<file path="config.mk">
export PLATFORM = sky130hd
export DESIGN_NAME = mux3_operand_sequencer
export DESIGN_NICKNAME = d
export VERILOG_FILES = /design/src/rtl/mux3_operand_sequencer.sv
export SDC_FILE = /design/constraint.sdc
export NUM_CORES = 1
export LEC_CHECK = 0
export BUFFER_PORTS_ARGS = -buffer_cell sky130_fd_sc_hd__buf_2
export CAP_MARGIN = 20
export CORE_ASPECT_RATIO = 1.1
export CORE_MARGIN = 5
export CORE_UTILIZATION = 40
export CTS_CLUSTER_SIZE = 40
export DETAILED_ROUTE_END_ITERATION = 16
export SLEW_MARGIN = 20
export SYNTH_ARGS = -nofsm -noshare
export SYNTH_HDL_FRONTEND = slang
export SYNTH_SLANG_ARGS = --single-unit
</file>
<file path="constraint.sdc">
create_clock -name clk -period 4.7 [get_ports clk]
set_input_delay 0.47 -clock clk [delete_from_list [all_inputs] [get_ports clk]]
set_output_delay 0.47 -clock clk [all_outputs]
set_load 0.005 [all_outputs]
</file>
<file path="src/rtl/mux3_operand_sequencer.sv">
// Operand sequencer for a 3-bit 2:1 select stage: loads X0/X1 over valid/ready,
// then alternates S for ROUNDS pairs of HOLD cycles. Optional macro: MUX_SEQ_REPEAT_EN.
module mux3_operand_sequencer #(
  parameter int HOLD   = 4,
  parameter int ROUNDS = 2
) (
  input  logic       clk,
  input  logic       rst_n,
  input  logic       start,
  input  logic [2:0] din,
  input  logic       din_valid,
  output logic       din_ready,
  output logic [2:0] X0,
  output logic [2:0] X1,
  output logic       S,
  output logic       sel_valid,
  output logic       busy,
  output logic       done
);

  typedef enum logic [2:0] {
    ST_IDLE  = 3'd0,
    ST_LOAD0 = 3'd1,
    ST_LOAD1 = 3'd2,
    ST_RUN   = 3'd3,
    ST_DONE  = 3'd4
  } state_e;

  localparam logic [3:0] HOLD_LAST  = 4'(HOLD - 1);
  localparam logic [3:0] ROUND_LAST = 4'(ROUNDS - 1);

  state_e     state_q, state_d;
  logic [2:0] x0_q, x0_d;
  logic [2:0] x1_q, x1_d;
  logic       s_q, s_d;
  logic [3:0] hold_cnt_q, hold_cnt_d;
  logic [3:0] round_cnt_q, round_cnt_d;
  logic       xfer;

  // Handshake outputs decode state only, so din_ready never depends on din_valid.
  assign din_ready = (state_q == ST_LOAD0) || (state_q == ST_LOAD1);
  assign sel_valid = (state_q == ST_RUN);
  assign busy      = (state_q != ST_IDLE);
  assign done      = (state_q == ST_DONE);
  assign xfer      = din_valid && din_ready;

  assign X0 = x0_q;
  assign X1 = x1_q;
  assign S  = s_q;

  always_comb begin
    // NOTE: every variable gets its hold value first so no path can infer a latch.
    state_d     = state_q;
    x0_d        = x0_q;
    x1_d        = x1_q;
    s_d         = s_q;
    hold_cnt_d  = hold_cnt_q;
    round_cnt_d = round_cnt_q;

    unique case (state_q)
      ST_IDLE: begin
        if (start) state_d = ST_LOAD0;
      end

      ST_LOAD0: begin
        if (xfer) begin
          x0_d    = din;
          state_d = ST_LOAD1;
        end
      end

      ST_LOAD1: begin
        if (xfer) begin
          x1_d        = din;
          s_d         = 1'b0;
          hold_cnt_d  = 4'd0;
          round_cnt_d = 4'd0;
          state_d     = ST_RUN;
        end
      end

      ST_RUN: begin
        hold_cnt_d = hold_cnt_q + 4'd1;
        if (hold_cnt_q == HOLD_LAST) begin
          hold_cnt_d = 4'd0;
          s_d        = ~s_q;
          // A round ends on the expiry of the S=1 half.
          if (s_q) begin
            round_cnt_d = round_cnt_q + 4'd1;
            if (round_cnt_q == ROUND_LAST) begin
              s_d     = 1'b0;
              state_d = ST_DONE;
            end
          end
        end
`ifdef MUX_SEQ_REPEAT_EN
        // Abort outranks the end-of-run transition, so no done pulse follows.
        if (start) begin
          s_d         = 1'b0;
          hold_cnt_d  = 4'd0;
          round_cnt_d = 4'd0;
          state_d     = ST_LOAD0;
        end
`endif
      end

      ST_DONE: begin
`ifdef MUX_SEQ_REPEAT_EN
        s_d         = 1'b0;
        hold_cnt_d  = 4'd0;
        round_cnt_d = 4'd0;
        state_d     = start ? ST_LOAD0 : ST_RUN;
`else
        state_d = ST_IDLE;
`endif
      end

      default: state_d = ST_IDLE;
    endcase
  end

  always_ff @(posedge clk) begin
    // NOTE: state updates use non-blocking assignment so all flops see pre-edge values.
    if (!rst_n) begin
      state_q     <= ST_IDLE;
      x0_q        <= 3'b000;
      x1_q        <= 3'b000;
      s_q         <= 1'b0;
      hold_cnt_q  <= 4'd0;
      round_cnt_q <= 4'd0;
    end else begin
      state_q     <= state_d;
      x0_q        <= x0_d;
      x1_q        <= x1_d;
      s_q         <= s_d;
      hold_cnt_q  <= hold_cnt_d;
      round_cnt_q <= round_cnt_d;
    end
  end

endmodule

</file>
Yosys cells after proc, flatten, opt, wreduce, memory -nomap -nowiden
Index checks and enable logic that the tools add are counted.
Storage, ports and cells
  bits of input ports: 7
  output and inout port bits: 11
  bits in registers: 18
Operators by class
  eq/ne operators: 12
  reductions and logical operators: 11
  muxes and demuxes: 18
  add/sub/neg operators: 2
  bitwise operators: 1
Operator list (count)
  2-to-1 mux 3 bit: 6
  2-to-1 mux 4 bit: 4
  one-hot mux 4 bit (2 select lines): 2
  one-hot mux 3 bit (4 select lines): 1
  adder 4 x 1 -> 4 bit (second input constant): 2
  equality test 3 x 2 -> 1 bit (second input constant): 2
  inequality test 2 x 1 -> 1 bit (second input constant): 3
  inequality test 2 bit (second input constant): 3
  AND reduction 2 bit: 3
  AND reduction 6 bit: 1
  equality test 4 x 1 -> 1 bit (second input constant): 1
  equality test 4 x 2 -> 1 bit (second input constant): 1
  2-to-1 mux 1 bit: 4
  AND reduction 4 bit: 1
  equality test 3 x 1 -> 1 bit (second input constant): 1
  equality test 3 bit (second input constant): 1
  zero test 3 bit: 1
  AND reduction 3 bit: 1
  nonzero test 3 bit: 1
  one-hot mux 1 bit (2 select lines): 1
  nonzero test 2 bit: 1
  logical AND 1 bit: 1
  logical OR 1 bit: 1
  inverter 1 bit: 1

Depth between registers and ports, before layout
Gate-level depths: netlist of run 1.
  depth after elaboration: 5
  depth in mapped cells: 6
  gate-level depth less buffers: 6

Least setup slack after synthesis of run 1
No wires, ideal clock.
  path type: reg2reg
  start: register hold_cnt_q[0]
  end: register state_q[0]
  path slack: 3215 ps
  period minus slack after synthesis: 1485 ps
  buffers on the path: 0
  stages on the path, launching flop included: 6
  data arrival time: 1351 ps
  data required time: 4566 ps
  path through: dfxtp_1 ha_1 nand2b_4 o31a_2 o311ai_1 o41ai_1
On the way
  longest elaborated chain between the ends: 3
Ends and longest elaborated chain
  from (decl): line 36  | logic [3:0] hold_cnt_q, hold_cnt_d;
  from (signal assigned): line 136  | hold_cnt_q <= hold_cnt_d;
  equality test 4 x 2 -> 1 bit: line 84  | if (hold_cnt_q == HOLD_LAST) begin
  inequality test 2 x 1 -> 1 bit (no line)
  AND reduction 6 bit (no line)
  to (signal assigned): line 132  | state_q <= state_d;
  to (decl): line 32  | state_e state_q, state_d;
No other way between the ends.
A chain may end at the register's enable or synchronous reset.

Worst setup path in the final report of run 1
  start: register state_q[0]
  end: output port sel_valid
On the way
  longest elaborated chain between the ends: 1
Ends and longest elaborated chain
  equality test 3 x 2 -> 1 bit: line 42  | assign sel_valid = (state_q == ST_RUN);
  to (decl): line 16  | output logic sel_valid,
No other way between the ends.

==> flow_summary.ini, run 1 <==
[yosys]
syn_nets = 109
ys_seq_area_share_pct = 38.5
avgSynthCellArea_um2 = 9.45
synth_top_area_share_pct = 38.5
ys.flop_type = dfxtp_1
yosysUniqueCellTypes = 35
async_reset_ff_share_pct = 0
synth_top_area_cell = dfxtp_1
ys_seq_elements = 18
synth_cells = 99
ys_top_cells_by_area = dfxtp_1 (39%), mux2i_1 (9.6%), nor2b_1 (4.7%)
syn_area_um2 = 936
ys_warn_count = 0
synth_edf_count = 0

[clock_tree]
cts_resized = 0
numCtsBuffers = 3
clk_transition_reported_paths_ns = 0.10
cts-hold-fix-buffers = 0
root_buffer = clkbuf_4
cts_setup_buffers = 0
cts.sinks = 18
clock_latency_ns = 0.28
clk_path_buf_depth = 2
htreeDepth = 1
tritoncts = done

[floorplan]
die_x_um = 56.1
die_h_um = 60.7
initial_utilization_pct = 41.6
io_pins = 18
die-area_um2 = 3410
core-area_um2 = 2250
num_rows = 18

[routing]
ant_nets = 0
vias = 744
drt-initial-drc-count = 6
routed_wirelength_mm = 1.74
vias_per_cell = 5.17
wire_per_inst_um = 12.1
dr.pass1.iters = 4
drc_errors = 0

[pwr]
p_leak_nw = 0.445
powerDensity_nw_per_um2 = 362
ir_drop_v = 0.000179

[setup_path]
arrival_ns = 1.25
worstSetupEndpointType = output pin
critPathSlowestCell = dfxtp_1
startpoint_type = flop
critPathKind = flop to output pin
cpPeakStageDelay_ns = 0.51
worst-path-max-fanout = 10
crit_chain = nand3b_4 -> inv_4 -> buf_2
crit_required_ns = 4.23

[cells_and_area]
area_growth_pct = 11.5
num-fill-cells = 226
drive_above_1_share_pct = 21.9
nets = 126
final_area_um2 = 1040
diodes = 0

[grt]
grt_pass1_wl_mm = 3.09
antenna_found_initial = 0
overflow = 0
track_usage_pct = 11.5
grt_max_degree = 22
grt_pass1_vias = 765

[sta]
fin_skew_ns = 0.000588
worst_slack_ns = 2.98
max_slew_margin_pct = 67.8
worstMarginPinSlew_ns = 0.480
holdWs_ns = 0.457
max_freq_mhz = 581
post-route-period-util_pct = 36.6
setup_violations = 0
hold_viol_final = 0
fin_crit_ns = 1.72
rsz0062_at_grt = no
setup_tns_ns = 0
drv_slew = 0

[min_path]
min_path_type = primary input to flop

[placement]
dp_hpwl_mm = 1.29
place_congestion = 0.780
pre_cts_ws_ns = 3.12
postPlaceCellArea_um2 = 1020
port_buffers = 17

[run_status]
status = complete, no violations

[run]
cap_violations = 0
==> sequential cells by signal, summed over array words and instances (netlist names) <==
name         count
state_q          3
round_cnt_q      4
X0               3
X1               3
S                1
hold_cnt_q       4
==> worst paths after layout <==
check                      start        endpoint  slack (ns)  depth (start not counted)
setup / recovery      state_q[0]       sel_valid        2.98                          3
hold / removal            din[0]           X1[0]        0.46                          3
setup reg to reg   hold_cnt_q[0]      state_q[0]        3.09                          5
hold reg to reg   round_cnt_q[1]  round_cnt_q[1]        0.51                          2
==> cells in the mapped netlist (2+ instances only) <==
cell type	n
nor4_1	3
buf_6	2
inv_1	2
nand2b_1	2
clkbuf_1	2
xnor2_1	3
o41ai_1	2
nor3_1	3
o21ai_0	3
a21oi_1	2
dfxtp_1	18
ha_1	3
nand2_1	6
nand3_1	3
nor2b_1	7
nand3b_1	2
mux2i_1	9
nor2_1	10
==> metrics by stage <==
step                      std cells  power, mW  utilization, %
after detailed placement        141      0.309            45.3
final                           144      0.378            46.3
after global placement          141      0.307            45.3
after CTS                       144      0.384            46.3
after global routing            144      0.404            46.3
after floorplan                  99      0.286               -
==> kinds of logic (layout without fill, tap and decap cells) <==
family / after synthesis / in the layout / share of synthesized area (%)
DFF: 18 / 18 / 38.5
xor gates and xnor gates: 3 / 3 / 2.81
muxes: 9 / 9 / 9.63
adders and majority gates: 3 / 3 / 4.01
and+or+nand+nor: 45 / 45 / 29.5
buffers and inverters: 8 / 23 / 5.48
AOI/OAI and AO/OA: 13 / 13 / 10.0
==> metal layers <==
| layer | global-route usage (%) | up-vias | wire length [µm] |
|---|---|---|---|
| met5 | 0 | - | 0 |
| met4 | 5.08 | 0 | 21 |
| met3 | 2.98 | 2 | 100 |
| met2 | 21.7 | 13 | 859 |
| met1 | 12.2 | 348 | 755 |
| li1 | - | 381 | - |
==> report_power, final <==
group | switching [mW] | leakage, nW | total [mW] | internal, mW
logic | 0.0597 | 0.285 | 0.114 | 0.0548
clock network | 0.0450 | 0.0138 | 0.0747 | 0.0297
registers | 0.0211 | 0.146 | 0.189 | 0.167
==> area by class of cell <==
class	instances	area, µm²	area share [%]
sequential	18	360	34.5
tap	30	37.5	3.60
multi-input combinational	73	524	50.2
clock buffer	3	22.5	2.16
timing repair buffer	17	85.1	8.15
inverter	3	13.8	1.32
==> cells in the final DEF, fill, tap and decap left out, types with 2 or more instances in the layout <==
cell      count
nor2b_1       7
nand2b_1      2
nor3_1        3
ha_1          3
nand3b_1      2
a21oi_1       2
clkbuf_4      3
xnor2_1       3
mux2i_1       9
nor4_1        3
o21ai_0       3
o41ai_1       2
nand2_1       6
buf_2        17
nand3_1       3
dfxtp_1      18
inv_1         2
nor2_1       10
==> critical path: cells and delay by family, from the launching register on <==
family                 cells  cell delay [ns]
buffers and inverters      2             0.27
DFF                        1             0.51
and+or+nand+nor            1             0.19
Power figures use the tool's default switching activity.
==> inputs of run 2 (changes only) <==
--- a/config.mk
+++ b/config.mk
@@ -5,6 +5,7 @@
 export SDC_FILE = /design/constraint.sdc
 export NUM_CORES = 1
 export LEC_CHECK = 0
+export ABC_AREA = 1
 export BUFFER_PORTS_ARGS = -buffer_cell sky130_fd_sc_hd__buf_2
 export CAP_MARGIN = 20
 export CORE_ASPECT_RATIO = 1.1
==> constraint.sdc (replaced) <==
create_clock -name clk -period 1.46 [get_ports clk]
set_input_delay 0.146 -clock clk [delete_from_list [all_inputs] [get_ports clk]]
set_output_delay 0.146 -clock clk [all_outputs]
set_load 0.005 [all_outputs]
==> flow_summary.ini, run 2 <==
[run_status]
status = complete, no violations

[grt]
track_usage_pct = 12.1
grt_max_degree = 11
grt_pass1_wl_mm = 3.20
overflow = 0
grt_pass1_vias = 779
antenna_found_initial = 0

[sta]
fin_skew_ns = 0.00578
holdWs_ns = 0.0991
hold_viol_final = 0
worst_slack_ns = 0.113
rsz0062_at_grt = no
post-route-period-util_pct = 92.3
max_slew_margin_pct = 80.6
worstMarginPinSlew_ns = 0.289
setup_violations = 0
fin_crit_ns = 1.35
setup_tns_ns = 0
max_freq_mhz = 742
drv_slew = 0

[yosys]
syn_nets = 138
ys.flop_type = dfxtp_1
ys_top_cells_by_area = dfxtp_1 (39%), nand2_1 (11%), nor2_1 (9.0%)
synth_cells = 128
synth_top_area_share_pct = 39.1
avgSynthCellArea_um2 = 7.19
syn_area_um2 = 921
synth_edf_count = 0
ys_seq_elements = 18
ys_seq_area_share_pct = 39.1
yosysUniqueCellTypes = 24
netlist_top_cells_count = nand2_1 (28), nor2_1 (22), dfxtp_1 (18)
async_reset_ff_share_pct = 0
synth_most_common_cell = nand2_1
ys_warn_count = 0
synth_top_area_cell = dfxtp_1

[setup_path]
rr_startpoint = hold_cnt_q[0]
worstSetupEndpointType = flop
reg2reg_slack_ns = 0.11
startpoint_type = flop
reg2reg_depth = 6
crit_path_frequent_cell = nand2_2
critPathSlowestCell = dfxtp_2
rr_endpoint = S
arrival_ns = 1.53
crit_chain = ha_1 -> nand3_1 -> nand2_2 -> nand2_2 -> nor2_8 -> a211oi_1
crit_required_ns = 1.64
worst-path-max-fanout = 5
critPathKind = flop to flop
cpPeakStageDelay_ns = 0.35

[routing]
dr.pass1.iters = 4
vias = 838
ant_nets = 0
wire_per_inst_um = 10.4
drc_errors = 0
routed_wirelength_mm = 1.86
drt-initial-drc-count = 7
vias_per_cell = 4.68

[pwr]
internal_power_mw = 1.00
switching_share_pct = 39.3
ir_drop_v = 0.000723
seqPwrFrac_pct = 40.9
clkPwrFrac_pct = 18.9
p_sw_mw = 0.646
powerDensity_nw_per_um2 = 1510
p_leak_nw = 0.495
p_comb_share_pct = 40.3

[cells_and_area]
diodes = 0
drive_above_1_share_pct = 25.5
multi_input_area_um2 = 502
area_growth_pct = 18.2
layout_commonest_cell = nand2_1
nets = 160
num-fill-cells = 237
mostFrequentLayoutCells = nand2_1 (28), nor2_1 (22), buf_2 (17), dfxtp_1 (14)
ff_latch_area_um2 = 365
reg_top3 = hold_cnt_q: 4 flops, round_cnt_q: 4 flops

[clock_tree]
htreeDepth = 1
cts.sinks = 18
numCtsBuffers = 3
cts_resized = 0
cts-hold-fix-buffers = 0
tritoncts = done
clk_path_buf_depth = 2
cts_setup_buffers = 0
clk_transition_reported_paths_ns = 0.11
root_buffer = clkbuf_4
clock_latency_ns = 0.29

[placement]
port_buffers = 17
pre_cts_ws_ns = 0.0480
place_congestion = 0.789
dp_hpwl_mm = 1.49

[floorplan]
core-area_um2 = 2230
die_h_um = 60.3
io_pins = 18
die-area_um2 = 3360
die_x_um = 55.8
num_rows = 18
initial_utilization_pct = 41.3

[min_path]
min_path_type = primary input to flop
whs_endpoint = X0[2]
min_path_cells = 3
min_from = din[2]

[run]
cap_violations = 0
==> run 2: changes by cell type in the layout (fill, tap and decap cells not counted), moves of 7 or more <==
cell	change
nor2_1	+12
a21oi_1	+9
mux2i_1	-9
nand2_1	+22
inv_1	+9
nor2b_1	-7
==> run 2: final cells by class <==
cell class                      count  area share (%)
Timing Repair Buffer               18            8.51
Clock buffer                        4            3.33
Inverter                           14            5.06
Tap cell                           30            3.45
Sequential cell                    18            33.6
Multi-Input combinational cell     95            46.1
==> run 2: worst max-delay path by stage <==
stage	to	start
5_1_grt	round_cnt_q[3]	hold_cnt_q[1]
3_5_place_dp	S	state_q[1]
4_1_cts	S	state_q[1]
6_report	S	hold_cnt_q[0]
2_1_floorplan	round_cnt_q[0]	state_q[1]
3_3_place_gp	round_cnt_q[1]	state_q[1]
==> run 2: power by group through the flow <==
stage          Combinational [mW]  Clock [mW]  Sequential [mW]
5_1_grt                     0.767       0.345            0.689
4_1_cts                     0.668       0.319            0.667
6_report                    0.663       0.310            0.672
3_3_place_gp                0.659           0            0.673
3_5_place_dp                0.665           0            0.676
2_1_floorplan               0.465           0            0.675
==> run 2: per-layer routing <==
layer	track usage, %	share of wire, %
met3	3.89	5.4
met2	21.6	48
met1	13.4	45
met4	5.21	1.6
met5	0	0
==> run 2: metrics by stage <==
stage	instance area, µm²	util [%]	std cells	power (mW)
after floorplan	921	-	128	1.14
after global placement	1050	47.0	175	1.33
after detailed placement	1050	47.0	175	1.34
after CTS	1080	48.6	179	1.65
after global routing	1090	48.8	179	1.80
final	1090	48.8	179	1.65
==> run 2: kinds of logic after synthesis <==
family,share of synthesized area [%]
buffers and inverters,6.39
adders and majority gates,4.08
DFF,39.1
AOI/OAI and AO/OA,11.1
and+or+nand+nor,37.4
xor gates and xnor gates,1.90
==> run 2: critical path: cells and delay by family, from the launching register on <==
family                     cells  cell delay (ns)
and+or+nand+nor                4             0.42
AOI/OAI and AO/OA              1             0.25
adders and majority gates      1             0.22
DFF                            1             0.35
